## src/rtl/ip_eth_header_writer_if.sv

```systemverilog
// Frame-header request bundle plus the RAM port-B write bus.
// master: the requester that starts a header and observes the RAM writes.
// slave: the header writer itself.
interface ip_eth_header_writer_if;
  logic        iStart;
  logic [47:0] iDstMac;
  logic [31:0] iDstIp;
  logic [15:0] iUdpLen;
  logic [15:0] iIdent;
  logic        wren_b;
  logic [7:0]  data_b;
  logic [9:0]  address_b;
  logic        oBusy;
  logic        oDone;

  modport master (
    output iStart, iDstMac, iDstIp, iUdpLen, iIdent,
    input  wren_b, data_b, address_b, oBusy, oDone
  );

  modport slave (
    input  iStart, iDstMac, iDstIp, iUdpLen, iIdent,
    output wren_b, data_b, address_b, oBusy, oDone
  );
endinterface

```

## src/rtl/ip_eth_header_writer.sv

```systemverilog
// Writes the 34-byte Ethernet II + IPv4 header (checksum included) into the TX frame RAM.
// Latency: 10 checksum cycles, 1 fold cycle, 34 write/advance pairs, 1 done cycle (80 cycles).
// No backpressure: the RAM accepts a write every WRITE cycle; iStart is ignored while busy.
module ip_eth_header_writer #(
  parameter logic [47:0] SRC_MAC  = 48'h00_60_6E_90_00_AE,
  parameter logic [31:0] SRC_IP   = 32'hC0A8_000A,
  parameter logic [7:0]  IP_TTL   = 8'h80,
  parameter logic [9:0]  HDR_BASE = 10'd0
) (
  input  logic                   iDm9000aClk,
  input  logic                   iRst_n,
  ip_eth_header_writer_if.slave  bus
);

  typedef enum logic [2:0] {
    S_IDLE  = 3'd0,
    S_CSUM  = 3'd1,
    S_FOLD  = 3'd2,
    S_WRITE = 3'd3,
    S_NEXT  = 3'd4,
    S_DONE  = 3'd5
  } state_t;

  localparam logic [5:0] LAST_BYTE = 6'd33;
  localparam logic [3:0] LAST_WORD = 4'd9;

  state_t      state_q, state_d;
  logic [47:0] dst_mac_q, dst_mac_d;
  logic [31:0] dst_ip_q, dst_ip_d;
  logic [15:0] tot_len_q, tot_len_d;
  logic [15:0] ident_q, ident_d;
  logic [19:0] acc_q, acc_d;
  logic [3:0]  widx_q, widx_d;
  logic [15:0] csum_q, csum_d;
  logic [5:0]  cnt_q, cnt_d;
  logic [7:0]  data_q, data_d;
  logic [9:0]  addr_q, addr_d;

  logic [15:0] hdr_word;
  logic [16:0] fold_s1;
  logic [15:0] fold_s2;
  logic [5:0]  byte_idx;
  logic [7:0]  hdr_byte;

  // Header word fed to the one's-complement accumulator on each CSUM cycle.
  always_comb begin
    hdr_word = 16'h0000;
    case (widx_q)
      4'd0:    hdr_word = 16'h4500;
      4'd1:    hdr_word = tot_len_q;
      4'd2:    hdr_word = ident_q;
      4'd3:    hdr_word = 16'h4000;
      4'd4:    hdr_word = {IP_TTL, 8'h11};
      4'd5:    hdr_word = 16'h0000;
      4'd6:    hdr_word = SRC_IP[31:16];
      4'd7:    hdr_word = SRC_IP[15:0];
      4'd8:    hdr_word = dst_ip_q[31:16];
      4'd9:    hdr_word = dst_ip_q[15:0];
      default: hdr_word = 16'h0000;
    endcase
  end

  // Two end-around-carry folds; the second can no longer overflow 16 bits.
  always_comb begin
    fold_s1 = {1'b0, acc_q[15:0]} + {13'd0, acc_q[19:16]};
    fold_s2 = fold_s1[15:0] + {15'd0, fold_s1[16]};
  end

  // Byte that the next WRITE cycle will present; index 0 when leaving FOLD.
  always_comb begin
    byte_idx = (state_q == S_FOLD) ? 6'd0 : cnt_q + 6'd1;
    hdr_byte = 8'h00;
    case (byte_idx)
      6'd0:    hdr_byte = dst_mac_q[47:40];
      6'd1:    hdr_byte = dst_mac_q[39:32];
      6'd2:    hdr_byte = dst_mac_q[31:24];
      6'd3:    hdr_byte = dst_mac_q[23:16];
      6'd4:    hdr_byte = dst_mac_q[15:8];
      6'd5:    hdr_byte = dst_mac_q[7:0];
      6'd6:    hdr_byte = SRC_MAC[47:40];
      6'd7:    hdr_byte = SRC_MAC[39:32];
      6'd8:    hdr_byte = SRC_MAC[31:24];
      6'd9:    hdr_byte = SRC_MAC[23:16];
      6'd10:   hdr_byte = SRC_MAC[15:8];
      6'd11:   hdr_byte = SRC_MAC[7:0];
      6'd12:   hdr_byte = 8'h08;
      6'd13:   hdr_byte = 8'h00;
      6'd14:   hdr_byte = 8'h45;
      6'd15:   hdr_byte = 8'h00;
      6'd16:   hdr_byte = tot_len_q[15:8];
      6'd17:   hdr_byte = tot_len_q[7:0];
      6'd18:   hdr_byte = ident_q[15:8];
      6'd19:   hdr_byte = ident_q[7:0];
      6'd20:   hdr_byte = 8'h40;
      6'd21:   hdr_byte = 8'h00;
      6'd22:   hdr_byte = IP_TTL;
      6'd23:   hdr_byte = 8'h11;
      6'd24:   hdr_byte = csum_q[15:8];
      6'd25:   hdr_byte = csum_q[7:0];
      6'd26:   hdr_byte = SRC_IP[31:24];
      6'd27:   hdr_byte = SRC_IP[23:16];
      6'd28:   hdr_byte = SRC_IP[15:8];
      6'd29:   hdr_byte = SRC_IP[7:0];
      6'd30:   hdr_byte = dst_ip_q[31:24];
      6'd31:   hdr_byte = dst_ip_q[23:16];
      6'd32:   hdr_byte = dst_ip_q[15:8];
      6'd33:   hdr_byte = dst_ip_q[7:0];
      default: hdr_byte = 8'h00;
    endcase
  end

  // Next-state logic: latch request, sum words, fold, then alternate WRITE/NEXT.
  always_comb begin
    state_d   = state_q;
    dst_mac_d = dst_mac_q;
    dst_ip_d  = dst_ip_q;
    tot_len_d = tot_len_q;
    ident_d   = ident_q;
    acc_d     = acc_q;
    widx_d    = widx_q;
    csum_d    = csum_q;
    cnt_d     = cnt_q;
    data_d    = data_q;
    addr_d    = addr_q;
    case (state_q)
      S_IDLE: begin
        if (bus.iStart) begin
          dst_mac_d = bus.iDstMac;
          dst_ip_d  = bus.iDstIp;
          tot_len_d = bus.iUdpLen + 16'd20;
          ident_d   = bus.iIdent;
          acc_d     = 20'd0;
          widx_d    = 4'd0;
          state_d   = S_CSUM;
        end
      end
      S_CSUM: begin
        acc_d  = acc_q + {4'd0, hdr_word};
        widx_d = widx_q + 4'd1;
        if (widx_q == LAST_WORD) begin
          state_d = S_FOLD;
        end
      end
      S_FOLD: begin
        csum_d  = ~fold_s2;
        cnt_d   = 6'd0;
        addr_d  = HDR_BASE;
        data_d  = hdr_byte;
        state_d = S_WRITE;
      end
      S_WRITE: begin
        state_d = S_NEXT;
      end
      S_NEXT: begin
        if (cnt_q < LAST_BYTE) begin
          cnt_d   = cnt_q + 6'd1;
          addr_d  = addr_q + 10'd1;
          data_d  = hdr_byte;
          state_d = S_WRITE;
        end else begin
          addr_d  = 10'd0;
          state_d = S_DONE;
        end
      end
      S_DONE: begin
        state_d = S_IDLE;
      end
      default: begin
        state_d = S_IDLE;
      end
    endcase
  end

  // State and datapath registers; synchronous reset aborts any frame in progress.
  always_ff @(posedge iDm9000aClk) begin
    if (!iRst_n) begin
      state_q   <= S_IDLE;
      dst_mac_q <= 48'd0;
      dst_ip_q  <= 32'd0;
      tot_len_q <= 16'd0;
      ident_q   <= 16'd0;
      acc_q     <= 20'd0;
      widx_q    <= 4'd0;
      csum_q    <= 16'd0;
      cnt_q     <= 6'd0;
      data_q    <= 8'd0;
      addr_q    <= 10'd0;
    end else begin
      state_q   <= state_d;
      dst_mac_q <= dst_mac_d;
      dst_ip_q  <= dst_ip_d;
      tot_len_q <= tot_len_d;
      ident_q   <= ident_d;
      acc_q     <= acc_d;
      widx_q    <= widx_d;
      csum_q    <= csum_d;
      cnt_q     <= cnt_d;
      data_q    <= data_d;
      addr_q    <= addr_d;
    end
  end

  assign bus.wren_b    = (state_q == S_WRITE);
  assign bus.oDone     = (state_q == S_DONE);
  assign bus.oBusy     = (state_q != S_IDLE);
  assign bus.data_b    = data_q;
  assign bus.address_b = addr_q;

endmodule

```

## src/flat_wrapper.sv

```systemverilog
// flat-port wrapper written by rule: the top's interface ports become plain ports
module ip_eth_header_writer_flat 
#(
  parameter logic [47:0] SRC_MAC  = 48'h00_60_6E_90_00_AE,
  parameter logic [31:0] SRC_IP   = 32'hC0A8_000A,
  parameter logic [7:0]  IP_TTL   = 8'h80,
  parameter logic [9:0]  HDR_BASE = 10'd0
)
  (iDm9000aClk, iRst_n, bus_iStart, bus_iDstMac, bus_iDstIp, bus_iUdpLen, bus_iIdent, bus_wren_b, bus_data_b, bus_address_b, bus_oBusy, bus_oDone);
  ip_eth_header_writer_if bus_i ();
  input  logic iDm9000aClk;
  input  logic iRst_n;
  input wire logic [$bits(bus_i.iStart)-1:0] bus_iStart;
  input wire logic [$bits(bus_i.iDstMac)-1:0] bus_iDstMac;
  input wire logic [$bits(bus_i.iDstIp)-1:0] bus_iDstIp;
  input wire logic [$bits(bus_i.iUdpLen)-1:0] bus_iUdpLen;
  input wire logic [$bits(bus_i.iIdent)-1:0] bus_iIdent;
  output wire logic [$bits(bus_i.wren_b)-1:0] bus_wren_b;
  output wire logic [$bits(bus_i.data_b)-1:0] bus_data_b;
  output wire logic [$bits(bus_i.address_b)-1:0] bus_address_b;
  output wire logic [$bits(bus_i.oBusy)-1:0] bus_oBusy;
  output wire logic [$bits(bus_i.oDone)-1:0] bus_oDone;
  assign bus_i.iStart = bus_iStart;
  assign bus_i.iDstMac = bus_iDstMac;
  assign bus_i.iDstIp = bus_iDstIp;
  assign bus_i.iUdpLen = bus_iUdpLen;
  assign bus_i.iIdent = bus_iIdent;
  assign bus_wren_b = bus_i.wren_b;
  assign bus_data_b = bus_i.data_b;
  assign bus_address_b = bus_i.address_b;
  assign bus_oBusy = bus_i.oBusy;
  assign bus_oDone = bus_i.oDone;
  ip_eth_header_writer #(.SRC_MAC(SRC_MAC), .SRC_IP(SRC_IP), .IP_TTL(IP_TTL), .HDR_BASE(HDR_BASE)) u_core (.iDm9000aClk(iDm9000aClk), .iRst_n(iRst_n), .bus(bus_i));
endmodule
```

## config.mk

```make
export PLATFORM = sky130hd
export DESIGN_NAME = ip_eth_header_writer_flat
export DESIGN_NICKNAME = d
export VERILOG_FILES = /design/src/rtl/ip_eth_header_writer_if.sv /design/src/rtl/ip_eth_header_writer.sv /design/src/flat_wrapper.sv
export SDC_FILE = /design/constraint.sdc
export NUM_CORES = 1
export LEC_CHECK = 0
export ABC_AREA = 1
export CORE_MARGIN = 8
export CORE_UTILIZATION = 41
export DETAILED_ROUTE_END_ITERATION = 10
export PLACE_DENSITY = 0.68
export SLEW_MARGIN = 25
export SYNTH_ARGS = -nofsm -noshare
export SYNTH_HDL_FRONTEND = slang
export SYNTH_SLANG_ARGS = --single-unit
```

## constraint.sdc

```tcl
create_clock -name iDm9000aClk -period 3.65 [get_ports iDm9000aClk]
set_input_delay 0.73 -clock iDm9000aClk [delete_from_list [all_inputs] [get_ports iDm9000aClk]]
set_output_delay 0.73 -clock iDm9000aClk [all_outputs]
set_load 0.02 [all_outputs]
```

==> results.py, run 1 <==
metrics = {
    "clocking": {
        "clk_path_buf_depth": 2,
        "post_cts_buffers": 0,
        "cts_resized": 0,
        "cts_hold_buf": 0,
        "clock_sinks": 179,
        "cts_tree": "done",
        "clockRootBuffer": "clkbuf_16",
        "path_clk_slew_ns": 0.08,
        "htreeDepth": 4,
        "worstSkewPairLatency_ns": 0.45,
        "cts_buffers": 17,
    },
    "yosys": {
        "yosysSeqAreaShare_pct": 34.61,
        "synth-async-reset-ratio_pct": 0,
        "syn-instance-count": 1583,
        "netlist_area_mm2": 0.01035,
        "synth_compound_area_share_pct": 19.32,
        "yosys.area_share.simple_pct": 30.66,
        "yosysWarnings": 0,
        "ys_seq_elements": 179,
        "synth_cell_types": 47,
        "synth_xor_area_share_pct": 2.199,
        "synth_flop_cell": "dfxtp_1",
        "synthAdderAreaFrac_pct": 4.012,
        "synth_top_family_by_area": "simple AND/OR/NAND/NOR gates",
        "syn_area_per_cell_um2": 6.541,
        "synth_nets": 1730,
        "synth.area.mux_share_pct": 0,
        "synth_edf_count": 0,
    },
    "placed_design": {
        "gp_congestion": 0.9175,
        "hpwl_um": 27330,
        "place_area_mm2": 0.01204,
        "io_buffers": 135,
    },
    "grt": {
        "grt_pass1_vias": 9810,
        "grt-ovfl-total": 0,
        "antenna_found_initial": 0,
        "grt_max_degree": 69,
        "grt_first_pass_wirelength_um": 54180,
        "globalRouteTotalUtil_pct": 22.21,
    },
    "timing": {
        "slew_headroom_pct": 32.01,
        "max_freq_mhz": 299.0,
        "tightest_slew_ns": 1.016,
        "fin_tns_setup_ns": 0,
        "rsz0062_at_grt": "false",
        "hold_viol": 0,
        "drv_slew": 0,
        "min_period_ns": 3.344,
        "finalCritPeriodShare_pct": 91.63,
        "setup_viol": 0,
        "finalClockSkew_ns": 0.01526,
    },
    "floorplan": {
        "ioPinCount": 136,
        "row_count": 58,
        "core_mm2": 0.02496,
        "initial_core_util_pct": 41.47,
        "die_area_mm2": 0.03059,
        "dieWidth_um": 174.9,
        "die_h_um": 174.9,
    },
    "worst_setup_path": {
        "crit_family": "compound AO/OA/AOI/OAI gates",
        "cp_cell_sequence": "inv_1, ha_1, inv_1, nor2_1, a221oi_1, o221ai_1, ha_1, fa_1, nand3_1, nand2_1, a21oi_2, inv_1, nand2_1, nand2_1, a21oi_2, o21ai_0, a22oi_1, nor2_1",
        "r2r_end": "u_core.acc_q[16]",
        "crit_buf_inv": 3,
        "critical_path_class": "reg -> reg",
        "critPathRequiredTime_ns": 3.98,
        "cp_slowest_cell": "fa_1",
        "reg2reg_from": "u_core.widx_q[0]",
        "rr_worst_depth": 18,
        "slowest_delay_ns": 0.40,
        "crit_arrival_ns": 3.68,
        "start_kind": "flip-flop",
        "crit_path_max_fanout": 7,
        "endpoint_kind": "flip-flop",
        "r2r_slack_ns": 0.31,
    },
    "route": {
        "drt_pre_antenna_iters": 5,
        "wl_per_cell_um": 17.30,
        "first_iter_violations": 986,
        "ant_nets": 0,
        "finalWirelength_um": 35240,
        "via_per_inst": 5.324,
        "drc": 0,
        "routed-via-count": 10840,
    },
    "worst_hold_path": {
        "min_from": "u_core.dst_mac_q[21]",
        "min_path_cells": 2,
        "hold_path_end": "u_core.dst_mac_q[21]",
        "holdCritPathClass": "reg -> reg",
    },
    "cells_and_area": {
        "nNetsFinal": 1841,
        "final_area_mm2": 0.01266,
        "drive_gt1_share_pct": 5.975,
        "final_core_util_pct": 50.72,
        "antenna_cells": 0,
        "area_growth_pct": 22.28,
    },
    "outcome": {
        "outcome": "completed",
    },
    "power_and_ir_drop": {
        "ir_drop_v": 0.0002311,
        "cellLeakagePower_uw": 0.005401,
        "powerDensity_mw_per_mm2": 410.1,
    },
    "flow_run": {
        "max_cap_viol_count": 0,
    },
}
placed cells by master, fill, tap and decap left out, types with 10 or more instances in the layout:
cell type and n:
a21oi_1 154, buf_4 17, clkbuf_16 17, clkdlybuf4s50_1 134
dfxtp_1 177, ha_1 30, inv_1 166, inv_2 10
nand2_1 292, nand3_1 126, nand4_1 12, nor2_1 239
nor2_4 10, nor3_1 29, o21ai_0 154, xor2_1 18
worst max-delay path by stage:
stage                           startpoint          endpoint  slack [ns]  cells after the start
after global routing      u_core.widx_q[0]  u_core.acc_q[18]        0.04                     20
final                     u_core.widx_q[0]  u_core.acc_q[16]        0.31                     18
after detailed placement  u_core.widx_q[1]  u_core.acc_q[19]        0.16                     20
after floorplan           u_core.widx_q[0]  u_core.acc_q[17]        0.41                     19
after global placement    u_core.widx_q[1]  u_core.acc_q[19]        0.18                     20
after CTS                 u_core.widx_q[1]  u_core.acc_q[19]        0.13                     20
metrics by stage:
stage	std cells	setup slack [ns]	hold slack [ns]	power, uW
2_1_floorplan	1583	0.4061	0.4300	2875
3_3_place_gp	2005	0.1839	0.4411	3317
3_5_place_dp	2005	0.1623	0.4458	3331
4_1_cts	2037	0.1286	0.4583	5194
5_1_grt	2037	0.03792	0.4746	5401
6_report	2037	0.3055	0.4545	5192
flip-flops by register name (all words and copies together) (netlist names):
signal                flops
u_core.acc_q             20
u_core.bus.address_b     10
u_core.bus.data_b         8
u_core.cnt_q              6
u_core.csum_q            16
u_core.dst_ip_q          32
u_core.dst_mac_q         48
u_core.ident_q           16
u_core.state_q            3
u_core.tot_len_q         16
u_core.widx_q             4
where the power goes:
group          total, uW  leakage (uW)  internal (uW)  switching [uW]
logic                995       0.00363            367             627
clock network       1890      0.000297            933             957
registers           2310       0.00147           2150             161
total               5190       0.00540           3450            1740
synthesized netlist by cell type, types with 10 or more instances:
| cell type | count | share of area, % |
|---|---|---|
| nor3_1 | 31 | 1.5 |
| o21ai_0 | 155 | 7.5 |
| a21oi_1 | 156 | 7.5 |
| xor2_1 | 18 | 1.5 |
| dfxtp_1 | 179 | 35 |
| nand4_1 | 12 | 0.73 |
| clkbuf_1 | 47 | 1.7 |
| nor2_2 | 10 | 0.60 |
| inv_1 | 167 | 6.1 |
| nand2_1 | 292 | 11 |
| nor2_1 | 239 | 8.7 |
| nand3_1 | 126 | 6.1 |
| ha_1 | 30 | 3.6 |
worst register-to-register path, cell delays in order, from the launching register on:
cell,delay [ns]
dfxtp_2,0.36
inv_1,0.09
ha_1,0.21
inv_1,0.08
nor2_1,0.13
a221oi_1,0.31
o221ai_1,0.21
ha_1,0.25
fa_1,0.40
nand3_1,0.09
nand2_1,0.09
a21oi_2,0.16
inv_1,0.08
nand2_1,0.07
nand2_1,0.10
a21oi_2,0.17
o21ai_0,0.14
a22oi_1,0.19
nor2_1,0.07
layout make-up:
cell class	count	area, um2
well taps	330	412.9
repair buffers	155	1534
clock inverters	15	182.7
inverters	179	674.4
clock buffers	17	425.4
multi-input cells	1162	5846
flip-flops and latches	179	3586
fillers	2576	12300
logic make-up (layout without fill, tap and decap cells):
logic type	Yosys count	after routing
flops	179	179
compound gates	370	370
simple gates	734	734
fa+ha+maj	32	32
buf+inv	242	366
xor+xnor	26	26
layer usage:
layer / wire (um) / up-vias / GRT usage (%)
met5: 0 / - / 0
met4: 831 / 0 / 7.594
met3: 2254 / 55 / 3.453
met2: 15710 / 346 / 34.06
met1: 16450 / 5002 / 31.13
li1: - / 5441 / -
(Power assumes the default switching activity.)
==> run 2: changes to the inputs <==
--- a/config.mk
+++ b/config.mk
@@ -10,6 +10,7 @@
 export CORE_UTILIZATION = 41
 export DETAILED_ROUTE_END_ITERATION = 10
 export PLACE_DENSITY = 0.68
+export SKIP_LAST_GASP = 1
 export SLEW_MARGIN = 25
 export SYNTH_ARGS = -nofsm -noshare
 export SYNTH_HDL_FRONTEND = slang
==> constraint.sdc (replaced) <==
create_clock -name iDm9000aClk -period 3.9 [get_ports iDm9000aClk]
set_input_delay 0.78 -clock iDm9000aClk [delete_from_list [all_inputs] [get_ports iDm9000aClk]]
set_output_delay 0.78 -clock iDm9000aClk [all_outputs]
set_load 0.02 [all_outputs]
==> run 2 against run 1 <==
Largest power group unchanged; die area did not move; flip-flop and latch count did not move; register-to-register slack improved by 0.11 ns; wire length fell by 0.11%; critical endpoint is now u_core.acc_q[18]; worst hold slack improved by 0.0021 ns; critical path type unchanged; final cell count fell by 0.20%; maximum frequency fell by 4.0%; total power fell by 6.0%; critical path depth rose by 3; clock skew rose by 0.00081 ns; the run now ends with DRC left; highest routed layer unchanged.
==> results.py, run 2 (synthesis gave the netlist of run 1 again) <==
metrics = {
    "timing": {
        "fin_tns_setup_ns": 0,
        "slew_headroom_pct": 33.92,
        "rsz0062_at_grt": "false",
        "max_freq_mhz": 287.2,
        "whs_ns": 0.4566,
        "setup_viol": 0,
        "hold_viol": 0,
        "min_period_ns": 3.482,
        "finalClockSkew_ns": 0.01607,
        "tightest_slew_ns": 0.9898,
        "finalCritPeriodShare_pct": 89.29,
        "drv_slew": 0,
    },
    "worst_setup_path": {
        "r2r_end": "u_core.acc_q[18]",
        "start_kind": "flip-flop",
        "crit_path_max_fanout": 9,
        "crit_arrival_ns": 3.82,
        "critical_path_class": "reg -> reg",
        "r2r_slack_ns": 0.42,
        "endpoint_kind": "flip-flop",
        "critPathRequiredTime_ns": 4.24,
        "rr_worst_depth": 21,
        "reg2reg_from": "u_core.widx_q[0]",
    },
    "cells_and_area": {
        "nNetsFinal": 1837,
        "fillers": 2579,
        "drive_gt1_share_pct": 5.520,
        "final_core_util_pct": 50.68,
        "regMostFlops": "u_core.dst_mac_q",
        "largest_reg_flops": 48,
        "final_cell_mix": "nand2_1, nor2_1, dfxtp_1",
        "final_common_cell": "nand2_1",
        "antenna_cells": 0,
        "reg.largest.list": "u_core.dst_mac_q x48, u_core.dst_ip_q x32, u_core.acc_q x20",
        "area_growth_pct": 22.20,
    },
    "clocking": {
        "post_cts_buffers": 0,
        "cts_hold_buf": 0,
        "clockRootBuffer": "clkbuf_16",
        "clock_sinks": 179,
        "cts_buffers": 17,
        "cts_tree": "done",
        "path_clk_slew_ns": 0.08,
        "htreeDepth": 4,
        "clk_path_buf_depth": 2,
        "cts_resized": 0,
        "worstSkewPairLatency_ns": 0.44,
    },
    "outcome": {
        "outcome": "finished with violations",
        "failed_checks": "DRC",
    },
    "route": {
        "finalWirelength_um": 35200,
        "routed-via-count": 10820,
        "drt_pre_antenna_iters": 8,
        "ant_nets": 0,
        "wl_per_cell_um": 17.31,
        "first_iter_violations": 906,
        "drc": 1,
        "via_per_inst": 5.322,
    },
    "power_and_ir_drop": {
        "power_uw": 4882,
        "cellLeakagePower_uw": 0.005381,
        "ir_drop_v": 0.0002479,
        "powerDensity_mw_per_mm2": 385.8,
    },
    "grt": {
        "grt_pass1_vias": 10100,
        "grt_first_pass_wirelength_um": 55400,
        "grt_max_degree": 81,
        "antenna_found_initial": 0,
        "grt-ovfl-total": 0,
        "globalRouteTotalUtil_pct": 22.58,
    },
    "flow_run": {
        "max_cap_viol_count": 0,
    },
    "worst_hold_path": {
        "min_from": "u_core.dst_mac_q[27]",
        "holdCritPathClass": "reg -> reg",
        "min_path_cells": 2,
        "hold_path_end": "u_core.dst_mac_q[27]",
    },
    "placed_design": {
        "io_buffers": 135,
        "gp_congestion": 0.9353,
        "hpwl_um": 27360,
    },
    "floorplan": {
        "die_h_um": 174.9,
        "core_mm2": 0.02496,
        "dieWidth_um": 174.9,
        "die_area_mm2": 0.03059,
        "ioPinCount": 136,
        "initial_core_util_pct": 41.47,
        "row_count": 58,
    },
}
-- run 2: cell types whose count changed in the layout (fill, tap and decap cells not counted), moves of 2 or more --
cell	before	now
dfxtp_1	177	179
buf_4	17	13
clkinv_8	5	9
dfxtp_2	2	0
inv_8	4	2
-- run 2: worst max path at each step --
| stage | from | to | slack [ns] | depth (start not counted) |
|---|---|---|---|---|
| 2_1_floorplan | u_core.widx_q[0] | u_core.acc_q[17] | 0.66 | 19 |
| 3_3_place_gp | u_core.widx_q[0] | u_core.acc_q[17] | 0.19 | 17 |
| 3_5_place_dp | u_core.widx_q[0] | u_core.acc_q[18] | 0.20 | 21 |
| 4_1_cts | u_core.widx_q[0] | u_core.acc_q[18] | 0.18 | 21 |
| 5_1_grt | u_core.widx_q[0] | u_core.acc_q[18] | 0.07 | 21 |
| 6_report | u_core.widx_q[0] | u_core.acc_q[18] | 0.42 | 21 |
-- run 2: final cells by class --
type                       count  area [um2]  share of cell area, %
multi-input combinational   1162        5842                  46.17
sequential                   179        3583                  28.32
tap                          330       412.9                  3.263
inverter                     179       674.4                  5.330
timing repair buffer         151        1504                  11.89
clock inverter                15       210.2                  1.661
clock buffer                  17       425.4                  3.362
-- run 2: critical path: stages (launching register included) --
cell      delay (ns)
dfxtp_1         0.40
inv_1           0.11
ha_1            0.21
inv_1           0.09
nor2_1          0.06
buf_4           0.17
a221oi_1        0.30
o221ai_1        0.18
ha_1            0.24
fa_1            0.41
nand3_1         0.09
nand2_1         0.09
a21oi_1         0.19
inv_1           0.09
nand2_1         0.07
nand2_1         0.09
a21oi_2         0.18
o21ai_0         0.15
nand2_1         0.11
nand2_1         0.06
nand2_1         0.05
nor2_1          0.05
-- run 2: metal layers --
layer,vias up,track usage [%],part of all wire [%]
met2,351,36.32,46
met1,5005,31.02,46
li1,5428,-,-
met3,35,3.626,6.2
met5,-,0,0
met4,0,5.546,1.5
-- run 2: through the flow --
step           worst slack (ns)  cell area, um2  std cells
6_report                 0.4179           12650       2033
5_1_grt                 0.07093           12650       2033
4_1_cts                  0.1764           12640       2033
3_5_place_dp             0.1986           12010       2001
3_3_place_gp             0.1908           12010       2001
2_1_floorplan            0.6561           10350       1583
-- run 2: power breakdown --
group          switching [uW]  internal, uW
sequential                151          2010
clock                     912           885
combinational             582           344
total                    1640          3240
